**src/rtl/alu_seq_pkg.sv**
```systemverilog
// Shared constants for the accumulator sequencer: memory depth,
// opcode encodings and the controller state encoding.
package alu_seq_pkg;

  localparam int DEPTH = 8;
  localparam int AW    = 3;
  localparam int IW    = 7;

  // Opcodes; A = instruction data nibble, B = acc[3:0]
  localparam logic [2:0] OP_ADD4 = 3'b000;  // {cout, A+B} zero-extended
  localparam logic [2:0] OP_ADD8 = 3'b001;  // acc + A, wraps
  localparam logic [2:0] OP_SEXT = 3'b010;  // sign-extend B
  localparam logic [2:0] OP_OR   = 3'b011;  // reduction OR of {A,B}
  localparam logic [2:0] OP_AND  = 3'b100;  // reduction AND of {A,B}
  localparam logic [2:0] OP_SHL  = 3'b101;  // A << B, truncated
  localparam logic [2:0] OP_MUL  = 3'b110;  // A * B
  localparam logic [2:0] OP_NOP  = 3'b111;  // acc unchanged

  typedef enum logic [1:0] {
    ST_IDLE  = 2'b00,
    ST_FETCH = 2'b01,
    ST_EXEC  = 2'b10,
    ST_DONE  = 2'b11
  } state_t;

endpackage

```
**src/rtl/alu_seq_ctrl_if.sv**
```systemverilog
// Program/control/status bundle of the sequencer. The master side
// (host or bench) drives programming and run control; the slave side
// (alu_seq_ctrl) returns status and the accumulator.
interface alu_seq_ctrl_if;
  logic       prog_we;
  logic [2:0] prog_addr;
  logic [6:0] prog_data;
  logic [2:0] last_addr;
  logic       start;
  logic       abort;
  logic       busy;
  logic       done;
  logic [7:0] acc;
  logic [2:0] pc;

  modport master (
    output prog_we, prog_addr, prog_data, last_addr, start, abort,
    input  busy, done, acc, pc
  );

  modport slave (
    input  prog_we, prog_addr, prog_data, last_addr, start, abort,
    output busy, done, acc, pc
  );
endinterface

```
**src/rtl/alu_core.sv**
```systemverilog
// Combinational operation datapath: computes the next accumulator value
// from the opcode, the instruction data nibble and the current acc.
module alu_core
  import alu_seq_pkg::*;
(
  input  logic [2:0] op,
  input  logic [3:0] a,
  input  logic [7:0] acc,
  output logic [7:0] result
);

  logic [3:0] b_s;
  logic [4:0] sum5_s;
  logic [7:0] shl_s;
  logic [7:0] mul_s;

  // Operand preparation and result selection for every opcode
  always_comb begin
    b_s    = acc[3:0];
    sum5_s = {1'b0, a} + {1'b0, b_s};
    shl_s  = {4'b0000, a} << b_s;
    mul_s  = {4'b0000, a} * {4'b0000, b_s};
    result = acc;
    case (op)
      OP_ADD4: result = {3'b000, sum5_s};
      OP_ADD8: result = acc + {4'b0000, a};
      OP_SEXT: result = {{4{b_s[3]}}, b_s};
      OP_OR:   result = {7'b0000000, |{a, b_s}};
      OP_AND:  result = {7'b0000000, &{a, b_s}};
      OP_SHL:  result = shl_s;
      OP_MUL:  result = mul_s;
      OP_NOP:  result = acc;
      default: result = acc;
    endcase
  end

endmodule

```
**src/rtl/alu_seq_ctrl.sv**
```systemverilog
// Accumulator sequencer: an 8-word instruction memory programmed while
// idle, and a FETCH/EXEC controller that runs addresses 0..last_addr,
// applying each instruction to the persistent accumulator.
module alu_seq_ctrl
  import alu_seq_pkg::*;
(
  input  logic           Clock,
  input  logic           Reset_b,
  alu_seq_ctrl_if.slave  bus
);

  logic [IW-1:0] mem_r [DEPTH];
  state_t        state_r;
  logic [IW-1:0] ir_r;
  logic [7:0]    acc_r;
  logic [AW-1:0] pc_r;
  logic [AW-1:0] last_r;
  logic          busy_r;
  logic          done_r;
  logic [7:0]    alu_result_s;

  alu_core u_alu_core (
    .op     (ir_r[6:4]),
    .a      (ir_r[3:0]),
    .acc    (acc_r),
    .result (alu_result_s)
  );

  // Instruction memory: cleared by reset, writable only while idle so a
  // running program can never be modified underneath the controller
  always_ff @(posedge Clock or negedge Reset_b) begin
    if (!Reset_b) begin
      for (int i = 0; i < DEPTH; i++) begin
        mem_r[i] <= 7'b0000000;
      end
    end else if ((state_r == ST_IDLE) && bus.prog_we) begin
      mem_r[bus.prog_addr] <= bus.prog_data;
    end
  end

  // Run controller with registered busy/done/pc/acc; done is raised on
  // the DONE->IDLE edge so it is only seen after a complete run
  always_ff @(posedge Clock or negedge Reset_b) begin
    if (!Reset_b) begin
      state_r <= ST_IDLE;
      ir_r    <= 7'b0000000;
      acc_r   <= 8'h00;
      pc_r    <= 3'd0;
      last_r  <= 3'd0;
      busy_r  <= 1'b0;
      done_r  <= 1'b0;
    end else begin
      done_r <= 1'b0;
      case (state_r)
        ST_IDLE: begin
          pc_r <= 3'd0;
          if (bus.start) begin
            last_r  <= bus.last_addr;
            busy_r  <= 1'b1;
            state_r <= ST_FETCH;
          end else begin
            busy_r  <= 1'b0;
          end
        end
        ST_FETCH: begin
          if (bus.abort) begin
            pc_r    <= 3'd0;
            busy_r  <= 1'b0;
            state_r <= ST_IDLE;
          end else begin
            ir_r    <= mem_r[pc_r];
            state_r <= ST_EXEC;
          end
        end
        ST_EXEC: begin
          if (bus.abort) begin
            pc_r    <= 3'd0;
            busy_r  <= 1'b0;
            state_r <= ST_IDLE;
          end else begin
            acc_r <= alu_result_s;
            if (pc_r == last_r) begin
              busy_r  <= 1'b0;
              state_r <= ST_DONE;
            end else begin
              pc_r    <= pc_r + 3'd1;
              state_r <= ST_FETCH;
            end
          end
        end
        ST_DONE: begin
          pc_r    <= 3'd0;
          done_r  <= 1'b1;
          state_r <= ST_IDLE;
        end
        default: begin
          pc_r    <= 3'd0;
          busy_r  <= 1'b0;
          state_r <= ST_IDLE;
        end
      endcase
    end
  end

  assign bus.busy = busy_r;
  assign bus.done = done_r;
  assign bus.acc  = acc_r;
  assign bus.pc   = pc_r;

endmodule

```
**src/flat_wrapper.sv**
```systemverilog
// flat-port wrapper written by rule: the top's interface ports become plain ports
module alu_seq_ctrl_flat import alu_seq_pkg::*;
  (Clock, Reset_b, bus_prog_we, bus_prog_addr, bus_prog_data, bus_last_addr, bus_start, bus_abort, bus_busy, bus_done, bus_acc, bus_pc);
  alu_seq_ctrl_if bus_i ();
  input  logic Clock;
  input  logic Reset_b;
  input wire logic [$bits(bus_i.prog_we)-1:0] bus_prog_we;
  input wire logic [$bits(bus_i.prog_addr)-1:0] bus_prog_addr;
  input wire logic [$bits(bus_i.prog_data)-1:0] bus_prog_data;
  input wire logic [$bits(bus_i.last_addr)-1:0] bus_last_addr;
  input wire logic [$bits(bus_i.start)-1:0] bus_start;
  input wire logic [$bits(bus_i.abort)-1:0] bus_abort;
  output wire logic [$bits(bus_i.busy)-1:0] bus_busy;
  output wire logic [$bits(bus_i.done)-1:0] bus_done;
  output wire logic [$bits(bus_i.acc)-1:0] bus_acc;
  output wire logic [$bits(bus_i.pc)-1:0] bus_pc;
  assign bus_i.prog_we = bus_prog_we;
  assign bus_i.prog_addr = bus_prog_addr;
  assign bus_i.prog_data = bus_prog_data;
  assign bus_i.last_addr = bus_last_addr;
  assign bus_i.start = bus_start;
  assign bus_i.abort = bus_abort;
  assign bus_busy = bus_i.busy;
  assign bus_done = bus_i.done;
  assign bus_acc = bus_i.acc;
  assign bus_pc = bus_i.pc;
  alu_seq_ctrl u_core (.Clock(Clock), .Reset_b(Reset_b), .bus(bus_i));
endmodule
```
**config.mk**
```make
export PLATFORM = sky130hd
export DESIGN_NAME = alu_seq_ctrl_flat
export DESIGN_NICKNAME = d
export VERILOG_FILES = /design/src/rtl/alu_seq_pkg.sv /design/src/rtl/alu_seq_ctrl_if.sv /design/src/rtl/alu_core.sv /design/src/rtl/alu_seq_ctrl.sv /design/src/flat_wrapper.sv
export SDC_FILE = /design/constraint.sdc
export NUM_CORES = 1
export LEC_CHECK = 0
export ABC_AREA = 1
export CORE_UTILIZATION = 29
export DETAILED_ROUTE_END_ITERATION = 10
export GPL_TIMING_DRIVEN = 0
export SYNTH_ARGS = -nofsm -noshare
export SYNTH_HDL_FRONTEND = slang
export SYNTH_HIERARCHICAL = 1
export SYNTH_SLANG_ARGS = --single-unit
```
**constraint.sdc**
```tcl
create_clock -name Clock -period 2.9 [get_ports Clock]
set_input_delay 0.29 -clock Clock [delete_from_list [all_inputs] [get_ports Clock]]
set_output_delay 0.29 -clock Clock [all_outputs]
set_load 0.05 [all_outputs]
```
==> flow_summary.yaml, run 1 <==
routing:
  first_iter_violations: 305
  postRouteAntennaNets: 0
  wl_per_cell_um: 14.3
  dr.pass1.iters: 5
  num_vias: 4407
  drc: 0
  routed_wl_um: 13300
  avgViaCountPerCell: 4.73
setup_path:
  r2r_end: "u_core/bus.acc[4]"
  slowest_delay_ns: 0.50
  path_buf_inv: 2
  crit_required_ns: 3.13
  path_cells: "buf_6 -> nand2_1 -> fa_1 -> inv_1 -> fa_2 -> fa_2 -> xnor2_2 -> nor2_1 -> nor2_1 -> nand4_1 -> nand2_1 -> nand2_1"
  crit_type: "flip-flop to flip-flop"
  ff2ff_path_depth: 12
  arrival_ns: 3.00
  slowest_stage: "fa_2"
  crit_path_max_fanout: 6
  rrSetupSlack_ns: 0.12
  critical_path.endpoint_type: "flip-flop"
  r2r_start: "u_core/bus.acc[1]"
  cpMostUsedCell: "nand2_1"
  crit_family: "adder cells"
  critPathLaunchType: "flip-flop"
synthesis:
  yosys.area.top_type: "dfrtp_1"
  synth_fa_ha_area_frac: 0.0788
  synth.area.mux_share: 0.00229
  synth_cell_types: 30
  synthSimpleGateAreaFrac: 0.301
  syn-num-nets: 699
  ys.warnings.count: 6
  synth_seq_area_share: 0.412
  ys.flop_type: "dfrtp_1"
  synthArstFlopShare: 1.00
  synth_edf_count: 0
  syn_area_per_cell_um2: 7.54
  synth-xor-area-share: 0.00534
  synth_top_family_by_area: "simple AND/OR/NAND/NOR gates"
  syn_inst: 653
  synth_compound_area_frac: 0.111
  synth.top_cell.area_share: 0.412
  ys_top_cells_by_area: "dfrtp_1 41%, nand2_1 15%, nand3_1 5.9%, ha_1 5.8%, o21ai_1 5.8%"
  ys_seq_elements: 81
  netlist_area_mm2: 0.00492
clock_tree:
  numClockSinks: 81
  cts.clk_slew.worst_paths_ns: 0.06
  ctsHtreeMaxLevel: 3
  cts_buffers: 9
  cts.path.max_buffers: 2
  cts_tree: "built"
  root_buffer: "clkbuf_16"
  clkLatencyLatePin_ns: 0.34
sta:
  min_period_ns: 2.78
  rsz0062_at_grt: "true"
  period_share: 0.957
  worst_pin_slew_ns: 0.520
  fin_skew_ns: 0.00697
  finalHoldViolCount: 0
  slew_viol_final: 0
  setup-tns-final_ns: 0
  relSlewSlack: 0.652
  setup_viol: 0
  max_freq_ghz: 0.360
global_routing:
  grt_max_degree: 62
  antenna_found_initial: 0
  grt_pass1_wl_um: 22100
  overflow: 0
  grtUsageTotal: 0.162
  grt_pass1_vias: 4296
pwr:
  vdd_drop_max_v: 0.000437
  p_leak_nw: 3.01
  switchingPower_mw: 2.00
  power.density_mw_per_mm2: 858
  sw_frac_of_total: 0.390
  p_int_mw: 3.13
  clockPowerShare: 0.218
  share_comb_of_total_power: 0.392
  pwr-share-seq: 0.390
  total_power_mw: 5.13
floorplanning:
  coreArea_mm2: 0.0166
  die_w_um: 132
  start_util: 0.297
  die_height_um: 132
  io_pins: 31
  rows: 47
  die-area_mm2: 0.0175
flow_run:
  max_cap_viol_count: 0
cells_and_area:
  drive_gt1_frac: 0.131
  seqCellArea_mm2: 0.00203
  nNetsFinal: 754
  n_fill_cell: 1789
  multi_input_area_mm2: 0.00251
  area_growth_pct: 21.5
  diodes: 0
min_path:
  hold_path.class: "primary input to async pin"
run_status:
  outcome: "completed"
placement:
  dp_hpwl_um: 9670
  routabilityCongestion: 0.888
  io_buffers: 30
[synthesized netlist by cell type, types with 2 or more instances]
library cell  instances
buf_2                 8
fa_1                  5
or2_2                 2
o211ai_1              7
nand2_2              13
nor2_1               56
nor2_4                4
ha_1                 23
xnor2_1               3
buf_6                10
inv_2                 7
nand2_1             202
nand3_1              58
inv_1                60
a21oi_1              10
buf_4                 3
o21ai_1              57
a22oi_1               4
dfrtp_1              81
o21ai_0              22
nand4_1               9
[placed cells by master (no fill, tap or decap), types with 9 or more instances in the layout]
| master | instances |
|---|---|
| a21oi_1 | 10 |
| buf_4 | 15 |
| buf_6 | 12 |
| clkbuf_16 | 9 |
| clkdlybuf4s50_1 | 29 |
| dfrtp_1 | 75 |
| ha_1 | 20 |
| inv_1 | 60 |
| nand2_1 | 200 |
| nand2_2 | 15 |
| nand3_1 | 57 |
| nand4_1 | 9 |
| nor2_1 | 56 |
| o21ai_0 | 21 |
| o21ai_1 | 58 |
[worst max path at each step]
stage                      startpoint                 to  slack (ns)  cells past startpoint
CTS                 u_core/bus.acc[1]  u_core/bus.acc[6]       0.009                     12
floorplan           u_core/bus.acc[1]  u_core/bus.acc[6]        0.01                     12
global route        u_core/bus.acc[1]  u_core/bus.acc[5]       -0.01                     16
detailed placement     u_core/ir_r[1]  u_core/bus.acc[4]       -0.10                     11
global placement              Reset_b  u_core/bus.acc[2]       -1.83                      1
finish              u_core/bus.acc[1]  u_core/bus.acc[4]        0.12                     12
[final cells by class]
type,count,area share
plain buffers,22,0.0335
clock buffers,11,0.0406
clock inverters,3,0.00711
inverters,68,0.0427
multi-input cells,482,0.419
flip-flops and latches,81,0.340
well taps,220,0.0460
repair buffers,44,0.0711
[state kept, by name (all words and copies together) (netlist names)]
name and cells:
u_core/bus.done 1, u_core/bus.pc 3, u_core/bus.busy 1, u_core/last_r 3
u_core/ir_r 7, u_core/bus.acc 8, u_core/state_r 2, u_core/mem_r 56
[power groups by stage]
stage / Clock [mW] / Combinational [mW] / Sequential (mW)
floorplan: 0 / 1.27 / 2.01
global placement: 0 / 1.81 / 2.01
detailed placement: 0 / 1.83 / 2.02
CTS: 1.16 / 1.85 / 2.01
global route: 1.20 / 2.29 / 2.07
finish: 1.12 / 2.01 / 2.00
[stage by stage]
step / cell area, um2 / setup slack [ns] / hold WS [ns] / util / cells
3_3_place_gp: 5510 / -1.83 / 0.467 / 0.332 / 903
2_1_floorplan: 4930 / 0.0138 / -0.00559 / - / 653
4_1_cts: 5840 / 0.00883 / 0.374 / 0.352 / 919
5_1_grt: 5980 / -0.0132 / 0.391 / 0.361 / 931
6_report: 5980 / 0.125 / 0.382 / 0.361 / 931
3_5_place_dp: 5530 / -0.103 / 0.204 / 0.334 / 904
[layer usage]
metal,vias to the layer above,part of all wire,track usage
li1,2217,-,-
met1,2074,0.47,0.212
met2,93,0.47,0.269
met3,23,0.043,0.0285
met4,0,0.020,0.0549
met5,-,0,0
[timing repair]
item                                   4_1_cts  5_1_grt
setup endpoints to repair                    4        5
endpoints found under the hold margin       20        0
setup buffers                                0       12
pin swaps                                    1        2
gates resized for setup                      4       11
hold buffers                                 1        0
[worst register-to-register path, cell delays in order, from the launching register on]
cell	delay, ns
dfrtp_2	0.41
buf_6	0.14
nand2_1	0.07
fa_1	0.48
inv_1	0.06
fa_2	0.50
fa_2	0.43
xnor2_2	0.20
nor2_1	0.06
nor2_1	0.09
nand4_1	0.10
nand2_1	0.08
nand2_1	0.05
[logic make-up (layout without fill, tap and decap cells)]
| family | Yosys count | in the layout |
|---|---|---|
| compound gates | 102 | 102 |
| xor+xnor | 3 | 3 |
| fa+ha+maj | 28 | 28 |
| buf+inv | 90 | 148 |
| flops | 81 | 81 |
| mux | 1 | 1 |
| simple gates | 348 | 348 |
Power figures use the tool's default switching activity.
==> run 2: changes to the inputs <==
CORE_MARGIN = 1.5   (was not set)
==> flow_summary.yaml, run 2 (same netlist as run 1, synthesis figures left out) <==
run_status:
  outcome: "completed"
setup_path:
  crit_family: "adder cells"
  critical_path.endpoint_type: "flip-flop"
  crit_required_ns: 3.13
  cpMostUsedCell: "ha_1"
  path_cells: "buf_4 -> ha_1 -> ha_1 -> ha_1 -> ha_1 -> fa_2 -> xnor2_2 -> nor2_1 -> nor2_1 -> nand4_1 -> nand2_1 -> nand2_1"
  arrival_ns: 2.98
  crit_type: "flip-flop to flip-flop"
  path_buf_inv: 1
  critPathLaunchType: "flip-flop"
  slowest_delay_ns: 0.45
  crit_path_max_fanout: 6
  ff2ff_path_depth: 12
  slowest_stage: "dfrtp_2"
  crit_cells: 12
global_routing:
  grt_pass1_vias: 4256
  grt_max_degree: 69
  grt_pass1_wl_um: 22000
  grtUsageTotal: 0.157
  overflow: 0
  antenna_found_initial: 0
floorplanning:
  die-area_mm2: 0.0178
  die_w_um: 133
  coreArea_mm2: 0.0166
  die_height_um: 133
  start_util: 0.297
  io_pins: 31
  rows: 47
pwr:
  p_leak_nw: 3.00
  total_power_mw: 5.08
  power.density_mw_per_mm2: 851
  vdd_drop_max_v: 0.000431
clock_tree:
  cts_tree: "built"
  clkLatencyLatePin_ns: 0.34
  root_buffer: "clkbuf_16"
  ctsHtreeMaxLevel: 3
  cts.clk_slew.worst_paths_ns: 0.06
  numClockSinks: 81
  cts_buffers: 9
  cts.path.max_buffers: 2
cells_and_area:
  largest_register_ffs: 56
  nNetsFinal: 754
  final_area_mm2: 0.00596
  final_common_cell: "nand2_1"
  diodes: 0
  top_register: "u_core/mem_r"
  final_cell_mix: "201 x nand2_1, 75 x dfrtp_1, 60 x inv_1, 58 x nand3_1, 58 x o21ai_1"
  drive_gt1_frac: 0.128
  area_growth_pct: 21.1
sta:
  fin_skew_ns: 0.00802
  period_share: 0.946
  max_freq_ghz: 0.365
  slew_viol_final: 0
  worst_slack_ns: 0.157
  min_period_ns: 2.74
  worst_pin_slew_ns: 0.519
  setup_viol: 0
  finalHoldViolCount: 0
  relSlewSlack: 0.653
routing:
  postRouteAntennaNets: 0
  avgViaCountPerCell: 4.71
  wl_per_cell_um: 14.4
  first_iter_violations: 390
  routed_wl_um: 13400
  drc: 0
  num_vias: 4388
  dr.pass1.iters: 5
placement:
  io_buffers: 30
  routabilityCongestion: 0.923
  dp_hpwl_um: 9520
  pre_cts_slack_ns: -0.112
  placed_area_mm2: 0.00553
min_path:
  hold_path.class: "primary input to async pin"
flow_run:
  max_cap_viol_count: 0
==> run 2: cell types whose count changed in the layout (fill, tap and decap cells not counted), sizes merged <==
| cell | delta |
|---|---|
| bufinv | -1 |
| clkbuf | +1 |
| clkinv | -1 |
| inv | +1 |
| clkinvlp | +1 |
==> run 2: power by group <==
part           internal, mW  leakage [nW]  switching, mW
registers              1.62          1.03          0.367
logic                 0.824          1.84           1.17
clock network         0.625         0.131          0.463
==> run 2: metal layers <==
layer | track usage | routed length [um] | up-vias
li1 | - | - | 2216
met1 | 0.208 | 6380 | 2055
met2 | 0.261 | 6270 | 97
met3 | 0.0308 | 497 | 20
met4 | 0.0471 | 245 | 0
met5 | 0 | 0 | -
==> run 2: worst register-to-register path, stage by stage (launching register included) <==
cell and delay [ns]:
dfrtp_2 0.45, buf_4 0.15, ha_1 0.21, ha_1 0.30, ha_1 0.28, ha_1 0.25, fa_2 0.43, xnor2_2 0.17
nor2_1 0.06, nor2_1 0.12, nand4_1 0.10, nand2_1 0.08, nand2_1 0.05
==> run 2: stage by stage <==
stage                     hold slack, ns  utilization  setup TNS, ns  cells
after floorplan                 -0.00559            -              0    653
after global placement             0.456        0.332        -127.32    903
after detailed placement           0.169        0.334         -0.210    904
after CTS                          0.345        0.352              0    920
after global routing               0.351        0.360       -0.00372    932
final                              0.348        0.360              0    932
==> run 2: path summary, 6_finish.rpt <==
path	from	end	slack, ns
max	u_core/ir_r[1]	u_core/bus.acc[4]	0.16
min	Reset_b	u_core/mem_r[12]	0.35
max reg2reg	u_core/ir_r[1]	u_core/bus.acc[4]	0.16
min reg2reg	u_core/mem_r[2]	u_core/mem_r[2]	0.49
max in group asynchronous	Reset_b	u_core/bus.acc[1]	1.91
min in group Clock	u_core/mem_r[2]	u_core/mem_r[2]	0.49
==> run 2: area by class of cell <==
cell class              count  area, um2
well taps                 220        275
flip-flops and latches     81       2030
clock inverters             3       23.8
fillers                  1753      10600
multi-input cells         482       2490
plain buffers              22        200
clock buffers              12        256
repair buffers             44        425
inverters                  68        255
==> run 2: what timing repair did <==
action,CTS,global route
hold buffers,1,0
resized for setup,4,8
pin swaps,1,2
hold endpoints to repair,13,0
endpoints found under the setup margin,4,5
setup buffers,0,12
==> run 3: changes to the inputs <==
SYNTH_HIERARCHICAL = not set   (was 1)
==> flow_summary.yaml, run 3 <==
run_status:
  outcome: "completed"
synthesis:
  synth_fa_ha_area_frac: 0.0833
  synth.area.mux_share: 0.00726
  synth_edf_count: 0
  syn_inst: 600
  synth_seq_area_share: 0.435
  ys_top_cells_by_count: "152 x nand2_1, 103 x o21ai_0, 81 x dfrtp_1"
  syn_area_per_cell_um2: 7.76
  netlist_area_mm2: 0.00466
  post-synth-top-count-cell: "nand2_1"
  synth-xor-area-share: 0.0150
  syn-num-nets: 646
  synth_cell_types: 30
  synthSimpleGateAreaFrac: 0.228
  ys.flop_type: "dfrtp_1"
  synthArstFlopShare: 1.00
  ys.warnings.count: 0
  yosys.area.top_type: "dfrtp_1"
  synth_compound_area_frac: 0.157
  synth.top_cell.area_share: 0.435
  ys_top_cells_by_area: "dfrtp_1 44%, nand2_1 12%, o21ai_0 11%, ha_1 6.2%, nor2_1 5.2%"
  ys_seq_elements: 81
  synth_top_family_by_area: "simple AND/OR/NAND/NOR gates"
clock_tree:
  clkLatencyLatePin_ns: 0.34
  cts.path.max_buffers: 2
  cts.clk_slew.worst_paths_ns: 0.06
  root_buffer: "clkbuf_16"
  numClockSinks: 81
  ctsHtreeMaxLevel: 3
  cts_buffers: 9
  cts_tree: "built"
cells_and_area:
  largest_register_ffs: 56
  final_area_mm2: 0.00571
  nNetsFinal: 696
  instances_no_fill: 871
  diodes: 0
  area_growth_pct: 22.6
  final_common_cell: "nand2_1"
  final_cell_mix: "152 x nand2_1, 103 x o21ai_0, 75 x dfrtp_1, 64 x nor2_1, 59 x inv_1"
  top_register: "u_core.mem_r"
  drive_gt1_frac: 0.0947
routing:
  first_iter_violations: 300
  postRouteAntennaNets: 0
  num_vias: 4138
  avgViaCountPerCell: 4.75
  routed_wl_um: 12300
  wl_per_cell_um: 14.1
  dr.pass1.iters: 4
  drc: 0
pwr:
  power.density_mw_per_mm2: 972
  total_power_mw: 5.55
  vdd_drop_max_v: 0.000447
  p_leak_nw: 2.82
global_routing:
  overflow: 0
  antenna_found_initial: 0
  grt_pass1_wl_um: 20700
  grt_max_degree: 47
  grtUsageTotal: 0.158
  grt_pass1_vias: 4039
setup_path:
  crit_path_max_fanout: 6
  arrival_ns: 3.01
  slowest_delay_ns: 0.53
  path_cells: "nand2_1 -> fa_1 -> inv_1 -> fa_1 -> inv_1 -> fa_2 -> inv_1 -> nand3_1 -> nand2_1 -> xor2_1 -> nand2_1 -> nand3_1 -> nand2_1 -> nand2_1"
  critical_path.endpoint_type: "flip-flop"
  slowest_stage: "fa_1"
  crit_required_ns: 3.18
  critPathLaunchType: "flip-flop"
  cpMostUsedCell: "nand2_1"
  crit_type: "flip-flop to flip-flop"
sta:
  fin_skew_ns: 0.00547
  rsz0062_at_grt: "false"
  slew_viol_final: 0
  finalHoldViolCount: 0
  worst_slack_ns: 0.170
  relSlewSlack: 0.632
  setup_viol: 0
  min_period_ns: 2.73
  max_freq_ghz: 0.366
  worst_pin_slew_ns: 0.552
  period_share: 0.941
placement:
  dp_cells: 847
  placed_area_mm2: 0.00526
  io_buffers: 30
  routabilityCongestion: 0.916
  dp_hpwl_um: 9050
  pre_cts_slack_ns: 0.000912
floorplanning:
  rows: 46
  coreArea_mm2: 0.0158
  io_pins: 31
  start_util: 0.295
  die_w_um: 130
  die-area_mm2: 0.0168
  die_height_um: 130
min_path:
  hold_path.class: "primary input to async pin"
flow_run:
  max_cap_viol_count: 0
==> run 3: area by class of cell <==
cell class | instances | area (um2)
Buffer | 21 | 110
Clock buffer | 10 | 229
Clock inverter | 6 | 130
Fill cell | 1673 | 10100
Inverter | 64 | 240
Multi-Input combinational cell | 434 | 2310
Sequential cell | 81 | 2030
Tap cell | 216 | 270
Timing Repair Buffer | 39 | 388
==> run 3: cell families (layout without fill, tap and decap cells) <==
family,count (synthesis),count (layout)
AND/OR/NAND/NOR,261,261
AO/OA/AOI/OAI,134,134
buffers and inverters,85,140
flip-flops,81,81
adder cells (fa/ha/maj),28,28
XOR/XNOR,8,8
multiplexers,3,3
==> run 3: critical path: cells and delay by family, from the launching register on <==
kind                       cells  cell delay (ns)
and+or+nand+nor                7             0.54
DFF                            1             0.43
buffers and inverters          3             0.18
xor gates and xnor gates       1             0.15
adders and majority gates      3             1.39
==> run 3: through the flow <==
stage	TNS [ns]	hold WS (ns)	util
after floorplan	0	-0.00559	-
after global placement	-116.85	0.462	0.332
after detailed placement	0	0.288	0.334
after CTS	0	0.468	0.358
after global routing	0	0.491	0.362
final	0	0.456	0.362
==> run 3: layer usage <==
| layer | routed length (um) | vias up | global-route usage | share of wire |
|---|---|---|---|---|
| met5 | 0 | - | 0 | 0 |
| met2 | 5700 | 85 | 0.256 | 0.46 |
| li1 | - | 2071 | - | - |
| met4 | 227 | 0 | 0.0595 | 0.018 |
| met3 | 392 | 19 | 0.0189 | 0.032 |
| met1 | 5960 | 1963 | 0.216 | 0.49 |
==> run 3: path summary, 6_finish.rpt <==
kind                       slack (ns)  cells after the start                end              from
setup / recovery                 0.17                     14  u_core.bus.acc[6]    u_core.ir_r[0]
hold / removal                   0.46                      2   u_core.mem_r[18]           Reset_b
setup reg to reg                 0.17                     14  u_core.bus.acc[6]    u_core.ir_r[0]
hold reg to reg                  0.48                      2   u_core.mem_r[13]  u_core.mem_r[13]
max in group asynchronous        1.84                      3  u_core.bus.acc[1]           Reset_b
min in group Clock               0.48                      2   u_core.mem_r[13]  u_core.mem_r[13]
==> run 3: repair_timing <==
item / CTS / global route
endpoints found under the setup margin: 2 / 4
buffers inserted: 1 / 6
endpoints found under the hold margin: 35 / 0
pin swaps: 0 / 2
hold buffers: 1 / 0
gates resized for setup: 0 / 6
==> run 3: power breakdown <==
| group | total [mW] | internal, mW | switching (mW) |
|---|---|---|---|
| logic | 2.14 | 0.823 | 1.32 |
| registers | 2.03 | 1.64 | 0.385 |
| clock network | 1.38 | 0.926 | 0.459 |
